File: src/rtl/adder_pkg.sv
// Shared types and flag derivation for the adder result stage and its scoreboards.
package adder_pkg;

   localparam int unsigned FLAG_W = 4;
   localparam int unsigned ADD_W  = 32;

   typedef struct packed {
      logic z;
      logic n;
      logic c;
      logic v;
   } add_flags_t;

   function automatic add_flags_t calc_flags(input logic [ADD_W-1:0] a,
                                             input logic [ADD_W-1:0] b,
                                             input logic [ADD_W-1:0] s,
                                             input logic             cout);
      add_flags_t f;
      f.z = (s == '0);
      f.n = s[ADD_W-1];
      f.c = cout;
      f.v = (a[ADD_W-1] == b[ADD_W-1]) && (s[ADD_W-1] != a[ADD_W-1]);
      return f;
   endfunction

endpackage

File: src/rtl/skid_buffer.sv
// Two-slot (main + skid) valid/ready register stage; never drops a word under back-pressure.
module skid_buffer
   import adder_pkg::*;
#(
   parameter int unsigned DW = 36
) (
   input  logic          clk,
   input  logic          rst_n,
   input  logic          in_valid,
   output logic          in_ready,
   input  logic [DW-1:0] in_data,
   output logic          out_valid,
   input  logic          out_ready,
   output logic [DW-1:0] out_data
);

   logic          r_main_vld;
   logic          r_skid_vld;
   logic [DW-1:0] r_main_data;
   logic [DW-1:0] r_skid_data;
   logic          w_accept;
   logic          w_deliver;

   // Ready only depends on the skid slot, so upstream never sees a combinational path from out_ready.
   assign in_ready  = rst_n & ~r_skid_vld;
   assign w_accept  = in_valid & in_ready;
   assign w_deliver = r_main_vld & out_ready;
   assign out_valid = r_main_vld;
   assign out_data  = r_main_data;

   always_ff @(posedge clk) begin
      if (!rst_n) begin
         r_main_vld  <= 1'b0;
         r_skid_vld  <= 1'b0;
         r_main_data <= '0;
         r_skid_data <= '0;
      end else if (!r_main_vld || w_deliver) begin
         if (r_skid_vld) begin
            r_main_data <= r_skid_data;
            r_main_vld  <= 1'b1;
            r_skid_vld  <= w_accept;
            if (w_accept) begin
               r_skid_data <= in_data;
            end
         end else begin
            r_main_vld <= w_accept;
            if (w_accept) begin
               r_main_data <= in_data;
            end
         end
      end else if (w_accept) begin
         r_skid_data <= in_data;
         r_skid_vld  <= 1'b1;
      end
   end

endmodule

File: src/rtl/adder_result_stage.sv
// Registered result stage behind the 32-bit adders: flags, skid-buffered handshake, run counters.
module adder_result_stage
   import adder_pkg::*;
#(
   parameter int unsigned WIDTH = 32,
   parameter int unsigned CNT_W = 16
) (
   input  logic             clk,
   input  logic             rst_n,
   input  logic             in_valid,
   output logic             in_ready,
   input  logic [WIDTH-1:0] in_a,
   input  logic [WIDTH-1:0] in_b,
   input  logic [WIDTH-1:0] in_s,
   input  logic             in_cout,
   output logic             out_valid,
   input  logic             out_ready,
   output logic [WIDTH-1:0] out_sum,
   output logic [3:0]       out_flags,
   input  logic             clr_cnt,
   output logic [CNT_W-1:0] result_cnt,
   output logic [CNT_W-1:0] ovf_cnt
);

   localparam int unsigned DW = WIDTH + FLAG_W;

   add_flags_t       w_in_flags;
   add_flags_t       w_out_flags;
   logic [DW-1:0]    w_in_data;
   logic [DW-1:0]    w_out_data;
   logic             w_deliver;
   logic [CNT_W-1:0] r_result_cnt;
   logic [CNT_W-1:0] r_ovf_cnt;

   // The shared helper is fixed at the adder width; other widths use the same equations inline.
   generate
      if (WIDTH == ADD_W) begin : g_pkg_flags
         assign w_in_flags = calc_flags(in_a, in_b, in_s, in_cout);
      end else begin : g_local_flags
         assign w_in_flags.z = (in_s == '0);
         assign w_in_flags.n = in_s[WIDTH-1];
         assign w_in_flags.c = in_cout;
         assign w_in_flags.v = (in_a[WIDTH-1] == in_b[WIDTH-1]) &&
                               (in_s[WIDTH-1] != in_a[WIDTH-1]);
      end
   endgenerate

   assign w_in_data = {in_s, w_in_flags};

   skid_buffer #(
      .DW(DW)
   ) u_skid (
      .clk      (clk),
      .rst_n    (rst_n),
      .in_valid (in_valid),
      .in_ready (in_ready),
      .in_data  (w_in_data),
      .out_valid(out_valid),
      .out_ready(out_ready),
      .out_data (w_out_data)
   );

   assign out_sum     = w_out_data[DW-1:FLAG_W];
   assign w_out_flags = add_flags_t'(w_out_data[FLAG_W-1:0]);
   assign out_flags   = w_out_flags;
   assign w_deliver   = out_valid & out_ready;

   // Clear wins over a same-cycle delivery; both counters stick at all-ones.
   always_ff @(posedge clk) begin
      if (!rst_n || clr_cnt) begin
         r_result_cnt <= '0;
         r_ovf_cnt    <= '0;
      end else if (w_deliver) begin
         if (r_result_cnt != '1) begin
            r_result_cnt <= r_result_cnt + CNT_W'(1);
         end
         if (w_out_flags.v && (r_ovf_cnt != '1)) begin
            r_ovf_cnt <= r_ovf_cnt + CNT_W'(1);
         end
      end
   end

   assign result_cnt = r_result_cnt;
   assign ovf_cnt    = r_ovf_cnt;

endmodule

File: config.mk
export PLATFORM = sky130hd
export DESIGN_NAME = adder_result_stage
export DESIGN_NICKNAME = d
export VERILOG_FILES = /design/src/rtl/adder_pkg.sv /design/src/rtl/skid_buffer.sv /design/src/rtl/adder_result_stage.sv
export SDC_FILE = /design/constraint.sdc
export NUM_CORES = 1
export LEC_CHECK = 0
export ABC_CLOCK_PERIOD_IN_PS = 1600
export CELL_PAD_IN_SITES_DETAIL_PLACEMENT = 0
export CELL_PAD_IN_SITES_GLOBAL_PLACEMENT = 1
export CORE_UTILIZATION = 29
export DETAILED_ROUTE_END_ITERATION = 6
export PLACE_DENSITY = 0.86
export SLEW_MARGIN = 10
export SYNTH_ARGS = -nofsm -noshare
export SYNTH_HDL_FRONTEND = slang
export SYNTH_SLANG_ARGS = --single-unit
export TNS_END_PERCENT = 10
File: constraint.sdc
create_clock -name clk -period 1.6 [get_ports clk]
set_input_delay 0.16 -clock clk [delete_from_list [all_inputs] [get_ports clk]]
set_output_delay 0.16 -clock clk [all_outputs]
set_load 0.02 [all_outputs]
Word-level counts from Yosys, hierarchy flattened
Index checks and enable logic that the tools add are counted.
{"block": "totals", "input_bits": 102, "out_inout_bits": 70, "elab_cells": 38, "register_bits": 106}
{"block": "classes", "muxes": 9, "n_bitwise": 4, "eq_ne": 5, "n_reduce_logical": 12, "add_sub_neg": 2}
{"op": "2-to-1 mux 36 bit", "count": 5}
{"op": "adder 16 x 1 -> 16 bit, second input constant", "count": 2}
{"op": "logical NOT 32 bit", "count": 1}
{"op": "!= test 16 bit, second input constant", "count": 2}
{"op": "AND reduction 2 bit", "count": 3}
{"op": "2-to-1 mux 1 bit", "count": 4}
{"op": "nonzero test 2 bit", "count": 2}
{"op": "AND 1 bit", "count": 3}
{"op": "logical AND 1 bit", "count": 2}
{"op": "logical NOT 1 bit", "count": 2}
{"op": "logical OR 1 bit", "count": 2}
{"op": "!= test 2 x 1 -> 1 bit, second input constant", "count": 1}
{"op": "equality test 1 bit", "count": 1}
{"op": "!= test 1 bit", "count": 1}
{"op": "inverter 1 bit", "count": 1}

Longest topological paths before layout
Gate-level depths: netlist of the first run.
{"block": "depth", "word_depth": 6, "depth_mapped": 7, "mapped_depth_nobuf": 6}

Cells and area by module
A second synthesis of the first run with hierarchy kept.
{"block": "unflattened", "cells_unflattened": 590, "hier_area_um2": 5038.6}
{"module": "skid_buffer", "area_each_um2": 3271.9, "instances": 1, "cells_each": 374}
{"module": "adder_result_stage", "area_each_um2": 1766.7, "instances": 1, "cells_each": 216}

Worst setup path before layout of the first run
Ideal clock, no wire load.
{"block": "synth_path", "path_type": "register to register", "start": "register r_ovf_cnt[0] (netlist: ovf_cnt[0])", "end": "register r_ovf_cnt[12] (netlist: ovf_cnt[12])", "setup_slack_ns": -0.287, "setup_ns": 0.128, "period_less_slack_ns": 1.887, "arrival_ns": 1.760, "path_buffers": 0, "t_required_ns": 1.472, "stages_incl_launch_ff": 7, "cell_sequence": "dfxtp_1 -> ha_1 -> nand4_4 -> or3_4 -> and4bb_1 -> xnor2_1 -> nor2_1"}
{"block": "synth_via", "elab_chain_cells": 3}
{"element": "start: declaration", "line_no": "adder_result_stage.sv:33", "source": "logic [CNT_W-1:0] r_ovf_cnt;"}
{"element": "start signal: assignment", "line_no": "adder_result_stage.sv:78", "source": "r_ovf_cnt <= r_ovf_cnt + CNT_W'(1);"}
{"element": "parallel branches: the longest is 3 deep, another holds adder 16 x 1 -> 16 bit"}
Several ways; the timed one is not identified.
A chain may end at the register's enable or synchronous reset.

Worst setup path in the final report of the first run
Ends and elaborated chain as after synthesis.

==> results of run 1 <==
state kept, by name, summed over array words and instances (netlist names):
signal / cells
u_skid.out_data: 35
u_skid.r_skid_data: 35
ovf_cnt: 16
result_cnt: 16
u_skid.out_valid: 1
u_skid.r_skid_vld: 1
layer usage:
layer	GRT usage (%)	part of all wire [%]	vias to the layer above
met5	0	0	-
met4	6.51	1.8	0
met3	3.59	5.5	20
met2	26.3	48	116
met1	19.6	45	2085
li1	-	-	2189
layout make-up:
class | count | area, um2
Inverter | 2 | 7.51
Fill cell | 1530 | 8750
Sequential cell | 104 | 2110
Clock inverter | 7 | 61.3
Multi-Input combinational cell | 380 | 2590
Timing Repair Buffer | 206 | 1880
Tap cell | 216 | 270
Clock buffer | 9 | 225
per-stage QoR:
step           setup WS, ns  hold slack, ns  instance area [um2]  cells
2_1_floorplan       -0.0466           0.292                 4750    521
3_3_place_gp         -0.338           0.440                 6710    905
3_5_place_dp         -0.320           0.445                 6710    905
4_1_cts             -0.0421           0.201                 7000    921
5_1_grt             -0.0816           0.209                 7140    924
6_report            -0.0315           0.211                 7140    924
worst max path at each step:
stage                                    endpoint  slack [ns]  cells after the start
2_1_floorplan            ovf_cnt[12]$_SDFFE_PP0P_       -0.05                      6
3_5_place_dp   u_skid.r_skid_data[3]$_SDFFE_PN0P_       -0.32                      6
6_report                 ovf_cnt[12]$_SDFFE_PP0P_       -0.03                      6
5_1_grt                  ovf_cnt[12]$_SDFFE_PP0P_       -0.08                      6
4_1_cts                   ovf_cnt[8]$_SDFFE_PP0P_       -0.04                      5
3_3_place_gp   u_skid.r_skid_data[3]$_SDFFE_PN0P_       -0.34                      6
worst reg2reg max path, stage by stage, from the launching register on:
cell	delay (ns)
dfxtp_4	0.36
ha_4	0.14
nand4_4	0.11
or3_4	0.44
and4bb_1	0.30
xnor2_1	0.12
nor2_1	0.05
what timing repair did:
action,4_1_cts,5_1_grt
gates resized for setup,22,32
setup buffers,0,3
hold buffers,0,0
setup endpoints to repair,31,73
pin swaps,2,11
where the power goes:
| group | total, W | leakage [nW] | internal, W | switching [W] |
|---|---|---|---|---|
| clock | 0.00217 | 0.135 | 0.00109 | 0.00108 |
| sequential | 0.00272 | 0.853 | 0.00267 | 0.0000557 |
| combinational | 0.000750 | 2.16 | 0.000400 | 0.000349 |
| total | 0.00564 | 3.14 | 0.00415 | 0.00148 |
synth_stat cells, types with 2 or more instances:
cell      number  share of area [%]
ha_1           2               0.53
dfxtp_1      104                 44
nor3_1        12                1.3
nor4_2         2               0.53
nand2b_1       2               0.27
nand4_2        2               0.53
nand2_1      115                9.2
nor4_1        10                1.3
buf_4          2               0.32
nand4_1        7               0.93
xnor2_1       17                3.2
a211oi_1       2               0.32
o211a_1       34                7.2
nand3_1       13                1.4
xor2_1         5               0.93
a21boi_0      10                1.6
nor2b_1        2               0.27
and4_1         4               0.74
buf_2          8               0.85
or3_1          5               0.67
inv_1          2               0.16
mux2i_1       33                7.0
nor2_1        33                2.6
a21oi_1        8               0.85
a21boi_1      25                4.0
nor4b_1        2               0.37
and2_1         2               0.27
clkbuf_1      24                1.9
and3_1         5               0.67
o21ai_0        8               0.85
nor3b_1        3               0.48
kinds of logic after synthesis:
group	after synthesis	share of synthesized area, %
xor+xnor	22	4.10
flops	104	44.3
buf+inv	37	3.49
simple gates	229	24.1
fa+ha+maj	2	0.532
compound gates	94	16.5
mux	33	7.02
==> flow_summary.json, run 1 <==
{
  "routed_wl_um": 12900,
  "cp-end-kind": "flip-flop",
  "portBuffers": 109,
  "cp.arrival_ns": 1.87,
  "worst_slack_ns": -0.0315,
  "r2r-start": "ovf_cnt[0]$_SDFFE_PP0P_",
  "grt.overflow.total": 0,
  "path_buf_inv": 0,
  "yosysUniqueCellTypes": 49,
  "via_per_inst": 4.77,
  "grt_pass1_vias": 4200,
  "numClockSinks": 104,
  "drtIter0Drc": 210,
  "synth_area_per_cell_um2": 9.03,
  "syn_inst": 521,
  "cts_tree": "built",
  "placementRows": 46,
  "period_minus_slack_ns": 1.63,
  "cts_buffers": 9,
  "io_pins": 172,
  "grt_use_total_pct": 15.8,
  "drv_slew": 0,
  "critPathKind": "reg -> reg",
  "grt_pass1_wl_um": 20600,
  "path_clk_slew_ns": 0.08,
  "hold_start": "rst_n",
  "synth.yosys.warnings": 0,
  "initial_utilization_pct": 29.6,
  "rr_endpoint": "ovf_cnt[12]$_SDFFE_PP0P_",
  "antenna_left": 0,
  "async_flop_share_pct": 0,
  "hold_viol": 0,
  "die_w_um": 129,
  "period_share_pct": 102,
  "crit_path_start_kind": "flip-flop",
  "whs_endpoint": "u_skid.r_skid_vld$_SDFFE_PN0P_",
  "area_growth_pct": 51.8,
  "setup_tns_ns": -0.0496,
  "maxSlewHeadroom_pct": 69.3,
  "drive_gt1_share_pct": 22.2,
  "final_common_cell": "nand2_1",
  "cp_cell_sequence": "ha_4 -> nand4_4 -> or3_4 -> and4bb_1 -> xnor2_1 -> nor2_1",
  "reg2reg_setup_slack_ns": -0.03,
  "synth_nets": 625,
  "cp_slowest_cell": "or3_4",
  "die_h_um": 129,
  "crit_family": "simple AND/OR/NAND/NOR gates",
  "grt_max_degree": 51,
  "power.leakage_nw": 3.14,
  "antenna_found_initial": 0,
  "layout_common_cells": "nand2_1, buf_4, dfxtp_1",
  "dieArea_um2": 16700,
  "cap_violations": 0,
  "vias": 4410,
  "yosysSeqAreaShare_pct": 44.3,
  "worst-endpoint-required_ns": 1.84,
  "cp_max_fo": 5,
  "antenna_cells": 0,
  "rsz0062_at_grt": "yes",
  "gp_congestion": 0.848,
  "drc_errors": 0,
  "cts_max_path_buffers": 2,
  "cp-startpoint": "ovf_cnt[0]$_SDFFE_PP0P_",
  "violations": "setup timing",
  "synth_top_flop_cell": "dfxtp_1",
  "status": "finished, violations left",
  "final_util_pct": 44.9,
  "r2r_cells": 6,
  "routedWlPerCell_um": 13.9,
  "skew_ns": 0.00884,
  "hold_depth": 3,
  "drt_first_pass_iters": 5,
  "synth_area_um2": 4700,
  "h-tree-depth": 3,
  "synth_edf_count": 0,
  "layout.nets": 807,
  "powerDensity_nw_per_um2": 790,
  "insertion_delay_ns": 0.35,
  "p_total_w": 0.00564,
  "slowest_delay_ns": 0.44,
  "clockRootBuffer": "clkbuf_16",
  "hpwl_um": 9350,
  "synth-seq-cells": 104,
  "min_path_type": "in -> reg",
  "clock.fmax_ghz": 0.613,
  "worstMarginPinSlew_ns": 0.460,
  "setup_viol": 2,
  "peakVddDrop_mv": 0.479,
  "core_area_um2": 15900
}
Power figures use the tool's default switching activity.
==> inputs of run 2 (changes only) <==
--- a/config.mk
+++ b/config.mk
@@ -5,7 +5,7 @@
 export SDC_FILE = /design/constraint.sdc
 export NUM_CORES = 1
 export LEC_CHECK = 0
-export ABC_CLOCK_PERIOD_IN_PS = 1600
+export ABC_CLOCK_PERIOD_IN_PS = 1470
 export CELL_PAD_IN_SITES_DETAIL_PLACEMENT = 0
 export CELL_PAD_IN_SITES_GLOBAL_PLACEMENT = 1
 export CORE_UTILIZATION = 29
==> constraint.sdc (replaced) <==
create_clock -name clk -period 1.47 [get_ports clk]
set_input_delay 0.147 -clock clk [delete_from_list [all_inputs] [get_ports clk]]
set_output_delay 0.147 -clock clk [all_outputs]
set_load 0.02 [all_outputs]
==> run 2 against run 1 <==
Net effect:
- the run still ends with setup timing left
- hold slack lost 0.013 ns
- combinational power increased by 7.7%
- worst setup slack worse by 0.076 ns
- clock skew down 0.0044 ns
- clock power increased by 13%
- total power is 10% higher
- critical path depth stayed put
- highest routed layer is now met5
==> flow_summary.json, run 2 (synthesis gave the netlist of run 1 again) <==
{
  "worst_slack_ns": -0.108,
  "core_area_um2": 15900,
  "whs_endpoint": "u_skid.r_skid_vld$_SDFFE_PN0P_",
  "drtIter0Drc": 185,
  "antenna_found_initial": 2,
  "io_pins": 172,
  "crit_family": "simple AND/OR/NAND/NOR gates",
  "period_share_pct": 107,
  "setup_viol": 14,
  "drv_slew": 0,
  "cp_cell_sequence": "ha_4 -> nand4_4 -> or3_4 -> and4bb_1 -> xnor2_1 -> nor2_1",
  "placementRows": 46,
  "cp_max_fo": 5,
  "insertion_delay_ns": 0.35,
  "skew_ns": 0.00446,
  "via_per_inst": 4.77,
  "highest_layer": "met5",
  "violations": "setup timing",
  "critPathKind": "reg -> reg",
  "hold_ws_ns": 0.198,
  "dieArea_um2": 16700,
  "cts_max_path_buffers": 2,
  "path_buf_inv": 0,
  "routed_wl_um": 13100,
  "drt_first_pass_iters": 4,
  "maxSlewHeadroom_pct": 60.0,
  "min_path_type": "in -> reg",
  "cp-end-kind": "flip-flop",
  "cap_violations": 0,
  "period_minus_slack_ns": 1.58,
  "grt_use_total_pct": 16.1,
  "die_w_um": 129,
  "wl_met3_um": 746,
  "layout_common_cells": "nand2_1, buf_4, dfxtp_1",
  "vias": 4447,
  "clock.fmax_ghz": 0.634,
  "gp_congestion": 0.913,
  "clockRootBuffer": "clkbuf_16",
  "crit_path_start_kind": "flip-flop",
  "drive_gt1_share_pct": 25.0,
  "portBuffers": 109,
  "hold_depth": 3,
  "hold_start": "rst_n",
  "p_total_w": 0.00622,
  "path_clk_slew_ns": 0.07,
  "powerDensity_nw_per_um2": 853,
  "r2r_cells": 6,
  "area_growth_pct": 55.0,
  "die_h_um": 129,
  "peakVddDrop_mv": 0.649,
  "grt_pass1_wl_um": 21100,
  "hpwl_um": 9510,
  "final_util_pct": 45.9,
  "layout.nets": 816,
  "dr_wl_met2_um": 6270,
  "power.leakage_nw": 3.44,
  "hold_viol": 0,
  "antenna_left": 0,
  "r2r-start": "ovf_cnt[0]$_SDFFE_PP0P_",
  "cts_buffers": 9,
  "antenna_cells": 0,
  "worst-endpoint-required_ns": 1.71,
  "wl_met1_um": 5920,
  "place_ws_ns": -0.506,
  "slowest_delay_ns": 0.41,
  "reg2reg_setup_slack_ns": -0.11,
  "rsz0062_at_grt": "yes",
  "status": "finished, violations left",
  "final_common_cell": "nand2_1",
  "rr_endpoint": "ovf_cnt[12]$_SDFFE_PP0P_",
  "grt_max_degree": 67,
  "initial_utilization_pct": 29.6,
  "numClockSinks": 104,
  "h-tree-depth": 3,
  "routedWlPerCell_um": 14.0,
  "cp_slowest_cell": "or3_4",
  "grt.overflow.total": 0,
  "grt_pass1_vias": 4306,
  "drc_errors": 0,
  "cp.arrival_ns": 1.82,
  "cts_tree": "built",
  "worstMarginPinSlew_ns": 0.600
}
run 2: worst max path at each step:
stage	from	slack (ns)	cells past startpoint	end
detailed placement	in_s[23]	-0.51	6	u_skid.r_skid_data[3]$_SDFFE_PN0P_
global route	ovf_cnt[0]$_SDFFE_PP0P_	-0.17	6	ovf_cnt[12]$_SDFFE_PP0P_
floorplan	ovf_cnt[0]$_SDFFE_PP0P_	-0.18	6	ovf_cnt[12]$_SDFFE_PP0P_
finish	ovf_cnt[0]$_SDFFE_PP0P_	-0.11	6	ovf_cnt[12]$_SDFFE_PP0P_
CTS	ovf_cnt[0]$_SDFFE_PP0P_	-0.11	6	ovf_cnt[12]$_SDFFE_PP0P_
global placement	in_s[23]	-0.58	6	u_skid.r_skid_data[3]$_SDFFE_PN0P_
run 2: area by class of cell:
cell class              count  area [um2]
inverters                   2        7.51
clock inverters             5        55.1
multi-input cells         380        2650
flip-flops and latches    104        2120
well taps                 216         270
clock buffers              11         243
repair buffers            215        1950
fillers                  1518        8590
run 2: report_power, final:
group	internal, W	switching [W]
logic	0.000418	0.000390
clock network	0.00137	0.00109
registers	0.00290	0.0000517
run 2: worst reg2reg max path: cells and delay by family, from the launching register on:
family,cells,cell delay (ns)
xor+xnor,1,0.13
flops,1,0.36
simple gates,4,0.85
fa+ha+maj,1,0.15
run 2: stage by stage:
| step | setup TNS (ns) | instances | area, um2 |
|---|---|---|---|
| after detailed placement | -24.64 | 911 | 6780 |
| after CTS | -0.843 | 929 | 7150 |
| after global placement | -22.91 | 911 | 6780 |
| after global routing | -2.38 | 933 | 7290 |
| after floorplan | -7.58 | 521 | 4750 |
| final | -0.593 | 933 | 7290 |
run 2: what timing repair did:
item | CTS | global route
pin swaps | 13 | 11
buffers inserted | 2 | 3
gates cloned | 0 | 1
endpoints found under the setup margin | 109 | 90
hold buffers | 0 | 0
gates resized for setup | 72 | 39
run 2: routing by layer:
metal,vias to the layer above,GRT usage (%)
met5,-,0
met4,4,4.71
met3,17,4.75
met2,111,27.0
met1,2106,20.0
li1,2209,-
==> inputs of run 3 (changes only) <==
--- a/config.mk
+++ b/config.mk
@@ -5,12 +5,11 @@
 export SDC_FILE = /design/constraint.sdc
 export NUM_CORES = 1
 export LEC_CHECK = 0
+export ABC_AREA = 1
 export ABC_CLOCK_PERIOD_IN_PS = 1470
-export CELL_PAD_IN_SITES_DETAIL_PLACEMENT = 0
-export CELL_PAD_IN_SITES_GLOBAL_PLACEMENT = 1
-export CORE_UTILIZATION = 29
+export CORE_UTILIZATION = 35
 export DETAILED_ROUTE_END_ITERATION = 6
-export PLACE_DENSITY = 0.86
+export PLACE_DENSITY = 0.79
 export SLEW_MARGIN = 10
 export SYNTH_ARGS = -nofsm -noshare
 export SYNTH_HDL_FRONTEND = slang
==> run 3 against run 2 <==
Net effect:
- the flow now finishes without violations
- hold slack worse by 0.019 ns
- sequential power hardly changed
- clock power is 3% lower
- non-clock buffer count is 47 lower
- critical path type unchanged
- critical endpoint is now ovf_cnt[10]$_SDFFE_PP0P_
- largest power group unchanged
==> flow_summary.json, run 3 <==
{
  "worstMarginPinSlew_ns": 0.439,
  "skew_ns": 0.00741,
  "yosysTopAreaCell": "dfxtp_1",
  "drt_first_pass_iters": 5,
  "cp_max_fo": 3,
  "vias": 5042,
  "grt_use_total_pct": 19.5,
  "final_util_pct": 51.6,
  "grt_pass1_wl_um": 22100,
  "antenna_cells": 0,
  "period_share_pct": 98.2,
  "die_w_um": 119,
  "hold_start": "rst_n",
  "synthTopCellsByCount": "nand2_1, nor2_1, dfxtp_1",
  "grt_max_degree": 54,
  "synth_area_per_cell_um2": 6.72,
  "io_pins": 172,
  "final_cells": 1032,
  "cp-end-kind": "flip-flop",
  "layout_common_cells": "nand2_1, nor2_1, dfxtp_1",
  "nFillCells": 1324,
  "drive_gt1_share_pct": 13.6,
  "via_per_inst": 4.89,
  "worst-endpoint-required_ns": 1.72,
  "hpwl_um": 9080,
  "synth-seq-cells": 104,
  "cts_buffers": 9,
  "final_common_cell": "nand2_1",
  "synth_nets": 811,
  "period_minus_slack_ns": 1.44,
  "path_clk_slew_ns": 0.07,
  "regArea_um2": 2100,
  "async_flop_share_pct": 0,
  "gp_congestion": 0.871,
  "critPathKind": "reg -> reg",
  "numClockSinks": 104,
  "antenna_found_initial": 0,
  "core_area_um2": 13200,
  "synth_top_flop_cell": "dfxtp_1",
  "placementRows": 42,
  "grt_pass1_vias": 4606,
  "setup_viol": 0,
  "routedWlPerCell_um": 12.8,
  "powerDensity_nw_per_um2": 884,
  "antenna_left": 0,
  "yosysSeqAreaShare_pct": 43.8,
  "status": "complete, no violations",
  "hold_viol": 0,
  "min_path_type": "in -> reg",
  "rsz0062_at_grt": "yes",
  "multiInputGateArea_um2": 2460,
  "dp_cells": 1015,
  "maxSlewHeadroom_pct": 70.7,
  "cap_violations": 0,
  "synth_edf_count": 0,
  "portBuffers": 109,
  "h-tree-depth": 3,
  "synth_area_um2": 4750,
  "cts_max_path_buffers": 2,
  "clockRootBuffer": "clkbuf_16",
  "drc_errors": 0,
  "die_h_um": 119,
  "routed_wl_um": 13200,
  "cp-startpoint": "ovf_cnt[0]$_SDFFE_PP0P_",
  "grt.overflow.total": 0,
  "synth.yosys.warnings": 0,
  "drtIter0Drc": 450,
  "peakVddDrop_mv": 0.608,
  "dieArea_um2": 14100,
  "cp.arrival_ns": 1.69,
  "yosysUniqueCellTypes": 24,
  "area_growth_pct": 43.8,
  "layout.nets": 956,
  "crit_path_start_kind": "flip-flop",
  "insertion_delay_ns": 0.35,
  "syn_inst": 707,
  "yosysMostFrequentCell": "nand2_1",
  "cts_tree": "built",
  "power.leakage_nw": 3.24,
  "drv_slew": 0,
  "synth_area_leaders": "dfxtp_1, nand2_1, nor2_1",
  "synth_top_area_share_pct": 43.8,
  "r2r-start": "ovf_cnt[0]$_SDFFE_PP0P_",
  "clock.fmax_ghz": 0.693,
  "initial_utilization_pct": 35.9
}
[run 3: report_power, final]
group | switching (W) | internal (W)
clock | 0.00107 | 0.00132
sequential | 0.0000520 | 0.00290
combinational | 0.000381 | 0.000318
[run 3: worst paths after layout]
check | endpoint | slack, ns | depth (start not counted)
setup / recovery | ovf_cnt[10]$_SDFFE_PP0P_ | 0.03 | 9
hold / removal | u_skid.r_skid_data[0]$_SDFFE_PN0P_ | 0.18 | 3
setup reg to reg | ovf_cnt[10]$_SDFFE_PP0P_ | 0.03 | 9
hold reg to reg | u_skid.r_skid_data[0]$_SDFFE_PN0P_ | 0.48 | 2
[run 3: stage by stage]
step                instance area, um2  setup slack, ns  TNS [ns]  power (W)  hold WS (ns)
global route                      6840          -0.0758    -0.193    0.00630         0.172
CTS                               6710         0.000413         0    0.00611         0.163
finish                            6840           0.0264         0    0.00605         0.179
global placement                  6400           -0.202    -10.28    0.00373         0.462
detailed placement                6400           -0.200    -11.38    0.00374         0.466
floorplan                         4760         -0.00732   -0.0319    0.00335         0.282
[run 3: what timing repair did]
| item | CTS | global route |
|---|---|---|
| endpoints found under the hold margin | 0 | 0 |
| cloned | 1 | 0 |
| hold buffers | 0 | 0 |
| gates resized for setup | 64 | 47 |
| pin swaps | 5 | 13 |
| setup endpoints to repair | 66 | 48 |
| buffers inserted | 1 | 0 |
[run 3: worst max-delay path, cell delays in order, from the launching register on]
cell,delay (ns)
dfxtp_2,0.35
ha_4,0.15
nand2_4,0.05
nor2_4,0.15
nand2_4,0.10
inv_4,0.10
buf_6,0.09
nand4_1,0.12
o21ai_1,0.17
nor2_1,0.06
[run 3: area by class of cell]
cell class	count	area share, %
Clock inverter	4	0.805
Clock buffer	11	3.40
Inverter	48	2.73
Multi-Input combinational cell	521	35.9
Sequential cell	104	30.7
Tap cell	176	3.22
Timing Repair Buffer	168	23.2
[run 3: per-layer routing]
metal  routed length, um  global-route usage [%]  up-vias
met5                   0                       0        -
met4                 176                    6.01        0
met1                6020                    25.1     2294
met2                6230                    31.3      156
li1                    -                       -     2572
met3                 778                    5.45       20
[run 3: cells by family (layout without fill, tap and decap cells)]
family	count (synthesis)	in the layout	synth area share [%]
adder cells (fa/ha/maj)	2	2	0.526
flip-flops	104	104	43.8
AO/OA/AOI/OAI	139	139	15.5
XOR/XNOR	8	8	1.47
AND/OR/NAND/NOR	371	372	31.3
buffers and inverters	83	231	7.39
